### src/rtl/clkscale_ctrl_pkg.sv
// rtl/clkscale_ctrl_pkg.sv - shared state encoding and one-hot helper for the clock scaler front panel
package clkscale_ctrl_pkg;

    typedef enum logic [1:0] {
        ST_RUN    = 2'd0,
        ST_GAP    = 2'd1,
        ST_PAUSED = 2'd2
    } state_e;

    localparam int MAX_RATES = 32;

    // Callers size-cast the result down to their own rate count.
    function automatic logic [MAX_RATES-1:0] onehot(input logic [31:0] idx);
        logic [MAX_RATES-1:0] v;
        v = '0;
        if (idx < 32'(MAX_RATES)) begin
            v[idx[4:0]] = 1'b1;
        end
        return v;
    endfunction

endpackage

### src/rtl/clkscale_ctrl_btn.sv
// rtl/clkscale_ctrl_btn.sv - per-button synchroniser, tick-based debounce, press and auto-repeat step pulses
module btn_debounce #(
    parameter int DEB_TICKS    = 4,
    parameter int REPEAT_TICKS = 8,
    parameter bit REPEAT_EN    = 1'b1
) (
    input  logic clk,
    input  logic reset,
    input  logic tick,
    input  logic raw,
    output logic press,
    output logic step
);

    localparam int DW = (DEB_TICKS > 1) ? $clog2(DEB_TICKS) : 1;
    localparam int RW = (REPEAT_TICKS > 1) ? $clog2(REPEAT_TICKS) : 1;

    logic          sync_0;
    logic          sync_1;
    logic          stable;
    logic          stable_q;
    logic          rep_pulse;
    logic [DW-1:0] deb_cnt;
    logic [RW-1:0] rep_cnt;

    always_ff @(posedge clk) begin
        if (reset) begin
            sync_0    <= 1'b0;
            sync_1    <= 1'b0;
            stable    <= 1'b0;
            stable_q  <= 1'b0;
            rep_pulse <= 1'b0;
            deb_cnt   <= '0;
            rep_cnt   <= '0;
        end else begin
            sync_0    <= raw;
            sync_1    <= sync_0;
            stable_q  <= stable;
            rep_pulse <= 1'b0;

            // The level must disagree with stable on DEB_TICKS consecutive ticks to be accepted.
            if (tick) begin
                if (sync_1 == stable) begin
                    deb_cnt <= '0;
                end else if (deb_cnt == DW'(DEB_TICKS - 1)) begin
                    stable  <= sync_1;
                    deb_cnt <= '0;
                end else begin
                    deb_cnt <= deb_cnt + 1'b1;
                end
            end

            if (!stable || !REPEAT_EN) begin
                rep_cnt <= '0;
            end else if (tick) begin
                if (rep_cnt == RW'(REPEAT_TICKS - 1)) begin
                    rep_cnt   <= '0;
                    rep_pulse <= 1'b1;
                end else begin
                    rep_cnt <= rep_cnt + 1'b1;
                end
            end
        end
    end

    assign press = stable & ~stable_q;
    assign step  = press | rep_pulse;

endmodule

### src/rtl/clkscale_ctrl.sv
// rtl/clkscale_ctrl.sv - front-panel rate controller driving the scaler trigger with break-before-make
module clkscale_ctrl
    import clkscale_ctrl_pkg::*;
#(
    parameter int NUM_RATES    = 6,
    parameter int IDX_W        = 3,
    parameter int RST_RATE     = 2,
    parameter int DEB_TICKS    = 4,
    parameter int REPEAT_TICKS = 8,
    parameter int GAP_CYCLES   = 4
) (
    input  logic                 clk,
    input  logic                 reset,
    input  logic                 ref_clk,
    input  logic                 btn_up,
    input  logic                 btn_down,
    input  logic                 btn_pause,
    output logic [NUM_RATES-1:0] trigger,
    output logic [IDX_W-1:0]     rate_idx,
    output logic                 paused
);

    localparam int GW = (GAP_CYCLES > 1) ? $clog2(GAP_CYCLES) : 1;

    logic                 ref_clk_q;
    logic                 tick;
    logic                 up_step;
    logic                 up_press;
    logic                 down_step;
    logic                 down_press;
    logic                 pause_press;
    logic                 pause_step;
    logic                 unused_events;
    logic [IDX_W-1:0]     next_idx;
    logic                 idx_change;
    logic [NUM_RATES-1:0] rate_oh;
    logic [GW-1:0]        gap_cnt;
    state_e               state;

    always_ff @(posedge clk) begin
        if (reset) begin
            ref_clk_q <= 1'b0;
        end else begin
            ref_clk_q <= ref_clk;
        end
    end

    assign tick = ref_clk & ~ref_clk_q;

    btn_debounce #(
        .DEB_TICKS    (DEB_TICKS),
        .REPEAT_TICKS (REPEAT_TICKS),
        .REPEAT_EN    (1'b1)
    ) u_btn_up (
        .clk   (clk),
        .reset (reset),
        .tick  (tick),
        .raw   (btn_up),
        .press (up_press),
        .step  (up_step)
    );

    btn_debounce #(
        .DEB_TICKS    (DEB_TICKS),
        .REPEAT_TICKS (REPEAT_TICKS),
        .REPEAT_EN    (1'b1)
    ) u_btn_down (
        .clk   (clk),
        .reset (reset),
        .tick  (tick),
        .raw   (btn_down),
        .press (down_press),
        .step  (down_step)
    );

    btn_debounce #(
        .DEB_TICKS    (DEB_TICKS),
        .REPEAT_TICKS (REPEAT_TICKS),
        .REPEAT_EN    (1'b0)
    ) u_btn_pause (
        .clk   (clk),
        .reset (reset),
        .tick  (tick),
        .raw   (btn_pause),
        .press (pause_press),
        .step  (pause_step)
    );

    // Raw presses of up/down are folded into their step pulses; pause only needs its press.
    assign unused_events = &{1'b0, up_press, down_press, pause_step};

    // Opposing steps in the same cycle cancel; saturation yields no change and therefore no gap.
    always_comb begin
        next_idx = rate_idx;
        if (up_step && !down_step && (rate_idx != IDX_W'(NUM_RATES - 1))) begin
            next_idx = rate_idx + 1'b1;
        end else if (down_step && !up_step && (rate_idx != '0)) begin
            next_idx = rate_idx - 1'b1;
        end
    end

    assign idx_change = (next_idx != rate_idx);
    assign rate_oh    = NUM_RATES'(onehot(32'(rate_idx)));

    always_ff @(posedge clk) begin
        if (reset) begin
            trigger  <= '0;
            rate_idx <= IDX_W'(RST_RATE);
            paused   <= 1'b0;
            state    <= ST_GAP;
            gap_cnt  <= GW'(GAP_CYCLES - 1);
        end else begin
            rate_idx <= next_idx;
            case (state)
                ST_RUN: begin
                    if (pause_press) begin
                        state   <= ST_PAUSED;
                        trigger <= '0;
                        paused  <= 1'b1;
                    end else if (idx_change) begin
                        state   <= ST_GAP;
                        gap_cnt <= GW'(GAP_CYCLES - 1);
                        trigger <= '0;
                    end else begin
                        trigger <= rate_oh;
                    end
                end
                ST_GAP: begin
                    trigger <= '0;
                    if (pause_press) begin
                        state  <= ST_PAUSED;
                        paused <= 1'b1;
                    end else if (idx_change) begin
                        gap_cnt <= GW'(GAP_CYCLES - 1);
                    end else if (gap_cnt == '0) begin
                        // Index is known stable this cycle, so the new one-hot is safe to drive.
                        state   <= ST_RUN;
                        trigger <= rate_oh;
                    end else begin
                        gap_cnt <= gap_cnt - 1'b1;
                    end
                end
                ST_PAUSED: begin
                    trigger <= '0;
                    paused  <= 1'b1;
                    if (pause_press) begin
                        state   <= ST_GAP;
                        gap_cnt <= GW'(GAP_CYCLES - 1);
                        paused  <= 1'b0;
                    end
                end
                default: begin
                    state   <= ST_GAP;
                    gap_cnt <= GW'(GAP_CYCLES - 1);
                    trigger <= '0;
                    paused  <= 1'b0;
                end
            endcase
        end
    end

endmodule
### config.mk
export PLATFORM = sky130hd
export DESIGN_NAME = clkscale_ctrl
export DESIGN_NICKNAME = d
export VERILOG_FILES = /design/src/rtl/clkscale_ctrl_pkg.sv /design/src/rtl/clkscale_ctrl_btn.sv /design/src/rtl/clkscale_ctrl.sv
export SDC_FILE = /design/constraint.sdc
export NUM_CORES = 1
export LEC_CHECK = 0
export CELL_PAD_IN_SITES_DETAIL_PLACEMENT = 1
export CELL_PAD_IN_SITES_GLOBAL_PLACEMENT = 2
export CORE_AREA = 2 2 67 82
export CTS_CLUSTER_SIZE = 16
export DETAILED_ROUTE_END_ITERATION = 8
export DIE_AREA = 0 0 69 84
export PLACE_DENSITY = 0.74
export SETUP_SLACK_MARGIN = 0.5
export SLEW_MARGIN = 30
export SYNTH_ARGS = -nofsm -noshare
export SYNTH_HDL_FRONTEND = slang
export SYNTH_HIERARCHICAL = 1
export SYNTH_SLANG_ARGS = --single-unit
### constraint.sdc
create_clock -name clk -period 1.9 [get_ports clk]
set_input_delay 0.38 -clock clk [delete_from_list [all_inputs] [get_ports clk]]
set_output_delay 0.38 -clock clk [all_outputs]
set_load 0.05 [all_outputs]
==> qor.txt, run 1 <==
status: finished, final reports clean
Syn Area/Cell: 10.4 sq um
Setup-failing EPs final: 0
core area: 5080 sq um
RSZ-0062 raised after global routing: true
fin crit share: 80.2%
Area Growth Syn to Fin: 36.7%
Port Buffer Count: 15
Top Usage Layer GRT: met2
most common cell after layout, fill and taps aside: dfxtp_1
fin util: 46.6%
CP endpoint kind: register
Pleak: 0.934 nW
first-pass GRT wire length: 6560 um
drt first pass iters: 4
I/O pin total: 16
pwr/cell area: 738 nW/um^2
register area: 835 sq um
Critical Path Most Common Cell: nor2b_4
relative slew slack: 74.7%
Clock Skew: 6.40 ps
Worst-path clk slew: 80 ps
vias in the first global route: 1447
Skew-Pair Late Insertion Delay: 290 ps
NumNets Final: 220
Total Routing Usage GR: 14.1%
cts hold-fix bufs: 0
initial antenna violation count: 0
CP arrival: 1760 ps
CTS tree: done
Via density: 5.06
CP delay by family, top: simple AND/OR/NAND/NOR gates
DR DRC count: 0
min Tclk post-route: 1520 ps
crit-path max cell delay: 330 ps
htree depth: 2
layout cells sized above 1: 37.4%
commonest cells after routing, fill and taps aside: 36 x dfxtp_1, 13 x buf_4, 10 x inv_1
r2r setup slk: 380 ps
worst-path cell chain: nor2b_4, or2_4, nor2b_4, a22oi_4, buf_12, o31ai_4, o21a_1
die height: 84 um
total congestion overflow: 0
DRT iter0 DRCs: 22
f_max: 657 MHz
post-synthesis cell count: 167
synthesized area: 1730 sq um
Startpoint Class: register
Clock Path Buffers: 2
Critical Path RT: 2140 ps
ANT cells: 0
DP HPWL: 2550 um
GPL Wtd Cong: 0.704
Worst Setup Path Type: register to register
Hold/Removal Path Class: register to register
DIE WIDTH: 69 um
clock root cell: clkbuf_8
crit path buf inv count: 1
final WL: 4100 um
Worst Tran Pin Value: 374 ps
maximum vdd drop: 369 uV
row cnt: 29
pin count of the biggest net entering global routing: 34
drt wl/cell: 15.5 um
M2 GR Usage: 27.2%
CP max stage cell: dfxtp_2
area of the multi-input gates: 1010 sq um
Synth Warn #: 6
Slew Limit Fails: 0
CTS Buf Count: 5
layout filler cell count: 554
final hold viol count: 0
Fin Hold WS: 441 ps
Mapped Nets: 185
total number of vias: 1342
Die ar.: 5800 sq um
Setup TNS: 0 ps
ANT nets after route: 0
Crit Path Max Fanout: 4
grt met1 use: 14.4%
Initial Utilization: 34.1%
GR Layer Usage met3: 3.86%
Max-Cap Viols: 0
clk sink count: 41
==> flip-flops by register name (all words and copies together), names as in the netlist, 2 cells and up <==
signal and count:
u_btn_pause/deb_cnt 2, u_btn_down/deb_cnt 2, rate_idx 3, state 2, u_btn_up/deb_cnt 2, trigger 6
u_btn_up/rep_cnt 3, gap_cnt 2, u_btn_down/rep_cnt 3
==> stage by stage <==
stage / cells / worst slack (ps) / total power [mW] / area [sq um]
2_1_floorplan: 167 / 416 / 1.09 / 1780
6_report: 265 / 377 / 1.75 / 2370
5_1_grt: 265 / 295 / 1.85 / 2370
4_1_cts: 264 / 376 / 1.76 / 2290
3_3_place_gp: 245 / 44.4 / 1.15 / 2030
3_5_place_dp: 245 / -9.38 / 1.17 / 2030
==> worst paths after layout <==
| kind | startpoint | end | cells past startpoint |
|---|---|---|---|
| max | u_btn_up/stable$_SDFFE_PP0P_ | gap_cnt[1]$_SDFFE_PP1P_ | 7 |
| max reg2reg | u_btn_up/stable$_SDFFE_PP0P_ | gap_cnt[1]$_SDFFE_PP1P_ | 7 |
| min | u_btn_up/sync_0$_SDFF_PP0_ | u_btn_up/sync_1$_SDFF_PP0_ | 1 |
| min reg2reg | u_btn_up/sync_0$_SDFF_PP0_ | u_btn_up/sync_1$_SDFF_PP0_ | 1 |
==> layout make-up <==
class / count / area share [%]
well taps: 62 / 3.28
clock inverters: 2 / 0.423
inverters: 12 / 2.12
multi-input cells: 111 / 42.6
clock buffers: 6 / 3.07
flip-flops and latches: 41 / 35.3
repair buffers: 31 / 13.3
==> layer usage <==
layer	routed length [um]	part of all wire, %
met4	40	0.97
met3	121	2.9
met2	2330	57
met5	0	0
met1	1610	39
==> where the power goes <==
group          switching (mW)  internal (mW)  leakage [nW]
logic                   0.142          0.141         0.553
registers              0.0277          0.894         0.335
clock network           0.286          0.255        0.0450
==> repair_timing <==
item	in CTS	in global routing
setup buffers	10	0
endpoints found under the setup margin	28	21
gates cloned	1	1
pin swaps	11	5
gates resized for setup	38	16
hold endpoints to repair	0	0
Note: power is estimated with default switching activity, not from simulation.
==> inputs of run 2 (changes only) <==
- CORE_AREA: 2 2 67 82 -> 2 2 70 85
- DIE_AREA: 0 0 69 84 -> 0 0 72 87
- PLACE_DENSITY: 0.74 -> 0.71
- clock period: 1.9 -> 1.39 ns (I/O delays scaled with it)
==> qor.txt, run 2 (synthesis gave the netlist of run 1 again) <==
status: finished, violations left
failing checks: setup timing
Crit Path Max Fanout: 3
worst hold path depth: 2
Clock Path Buffers: 2
fin crit share: 110%
Clock Skew: 6.04 ps
Die ar.: 6260 sq um
post-place setup slack: -365 ps
Pwr Total: 2.61 mW
Worst Setup Path Type: register to register
Worst Tran Pin Value: 440 ps
Post-Layout Cell Count: 305
DP HPWL: 2960 um
CTS tree: done
CP endpoint kind: register
commonest cells after routing, fill and taps aside: 35 x buf_4, 23 x dfxtp_1, 14 x dfxtp_2, 14 x buf_12, 10 x inv_1
RSZ-0062 raised after global routing: true
Hold/Removal Path Class: input port to register
Max-Cap Viols: 0
layout cells sized above 1: 64.3%
Initial Utilization: 31.4%
ANT nets after route: 0
worst-path cell chain: nor2b_1, or2_4, nor2b_4, nand2_1, a22o_1, a211o_1
Total Routing Usage GR: 16.7%
Area Growth Syn to Fin: 78.8%
total number of vias: 1516
vias in the first global route: 1710
Skew-Pair Late Insertion Delay: 290 ps
core area: 5520 sq um
max FFs per register: 6
CP arrival: 1710 ps
Pleak: 1.22 nW
min Tclk post-route: 1520 ps
Most flops, register: trigger
final WL: 4820 um
crit-path max cell delay: 320 ps
Setup-failing EPs final: 12
drt wl/cell: 15.8 um
Critical Path RT: 1580 ps
relative slew slack: 70.7%
clk sink count: 41
Fin Hold WS: 354 ps
htree depth: 2
DRT iter0 DRCs: 22
pin count of the biggest net entering global routing: 13
NumNets Final: 258
drt first pass iters: 4
CTS Buf Count: 5
Via density: 4.97
row cnt: 30
DR DRC count: 0
Slew Limit Fails: 0
final hold viol count: 0
Port Buffer Count: 15
placed insts: 271
GPL Wtd Cong: 0.721
final worst slack: -133 ps
DIE WIDTH: 72 um
Worst-path clk slew: 80 ps
most common cell after layout, fill and taps aside: buf_4
first-pass GRT wire length: 8020 um
maximum vdd drop: 565 uV
Reg2Reg Depth: 6
CP max stage cell: dfxtp_1
clock root cell: clkbuf_8
initial antenna violation count: 0
I/O pin total: 16
total congestion overflow: 0
pwr/cell area: 845 nW/um^2
layout filler cell count: 579
Startpoint Class: register
f_max: 657 MHz
ANT cells: 0
die height: 87 um
==> run 2: cell types whose count changed in the layout (fill, tap and decap cells not counted), moves of 4 or more <==
| cell | delta |
|---|---|
| buf_4 | +22 |
| dfxtp_1 | -13 |
| buf_12 | +12 |
| dfxtp_2 | +12 |
| buf_6 | +7 |
| a21oi_1 | -6 |
| a21oi_2 | +6 |
| clkdlybuf4s15_2 | -6 |
| ha_1 | -5 |
| o32ai_1 | -5 |
| o32ai_2 | +5 |
| buf_8 | +4 |
==> run 2: final timing paths <==
| check | slack [ps] | to | startpoint |
|---|---|---|---|
| max reg2reg | -130 | rate_idx[1]$_SDFF_PP1_ | u_btn_up/stable$_SDFFE_PP0P_ |
| min | 350 | ref_clk_q$_SDFF_PP0_ | ref_clk |
| max | -130 | rate_idx[1]$_SDFF_PP1_ | u_btn_up/stable$_SDFFE_PP0P_ |
| min reg2reg | 440 | u_btn_pause/sync_1$_SDFF_PP0_ | u_btn_pause/sync_0$_SDFF_PP0_ |
==> run 2: area by class of cell <==
cell class | count | area, sq um | area share, %
flip-flops and latches | 41 | 853 | 27.6
multi-input cells | 111 | 1210 | 39.2
repair buffers | 69 | 808 | 26.1
well taps | 64 | 80.1 | 2.59
clock buffers | 8 | 90.1 | 2.91
inverters | 12 | 50.0 | 1.62
==> run 2: worst max-delay path: cells and delay by family (launching register included) <==
family | cells | cell delay, ps
DFF | 1 | 320
AOI/OAI and AO/OA | 2 | 470
and+or+nand+nor | 4 | 620
==> run 2: routing by layer <==
layer	vias to the layer above	wire length, um	GRT usage [%]
met5	-	0	0
met4	0	142	7.55
met3	12	118	3.59
met2	26	2680	31.5
met1	744	1880	17.5
li1	734	-	-
==> run 2: per-stage QoR <==
step	area (sq um)	utilization [%]	setup TNS (ps)
2_1_floorplan	1880	-	-293
3_3_place_gp	2420	43.8	-3640
3_5_place_dp	2420	43.8	-4620
4_1_cts	2960	53.6	-1040
5_1_grt	3090	56.1	-1950
6_report	3090	56.1	-1020
==> run 2: where the power goes <==
part	switching [mW]	total (mW)	internal, mW
combinational	0.244	0.558	0.314
clock	0.396	0.801	0.405
sequential	0.0327	1.25	1.22
total	0.672	2.61	1.94
==> run 2: what timing repair did <==
item	4_1_cts	5_1_grt
pin swaps	19	2
hold buffers	0	0
resized for setup	56	25
gates cloned	2	0
setup buffers	21	3
endpoints found under the setup margin	51	41
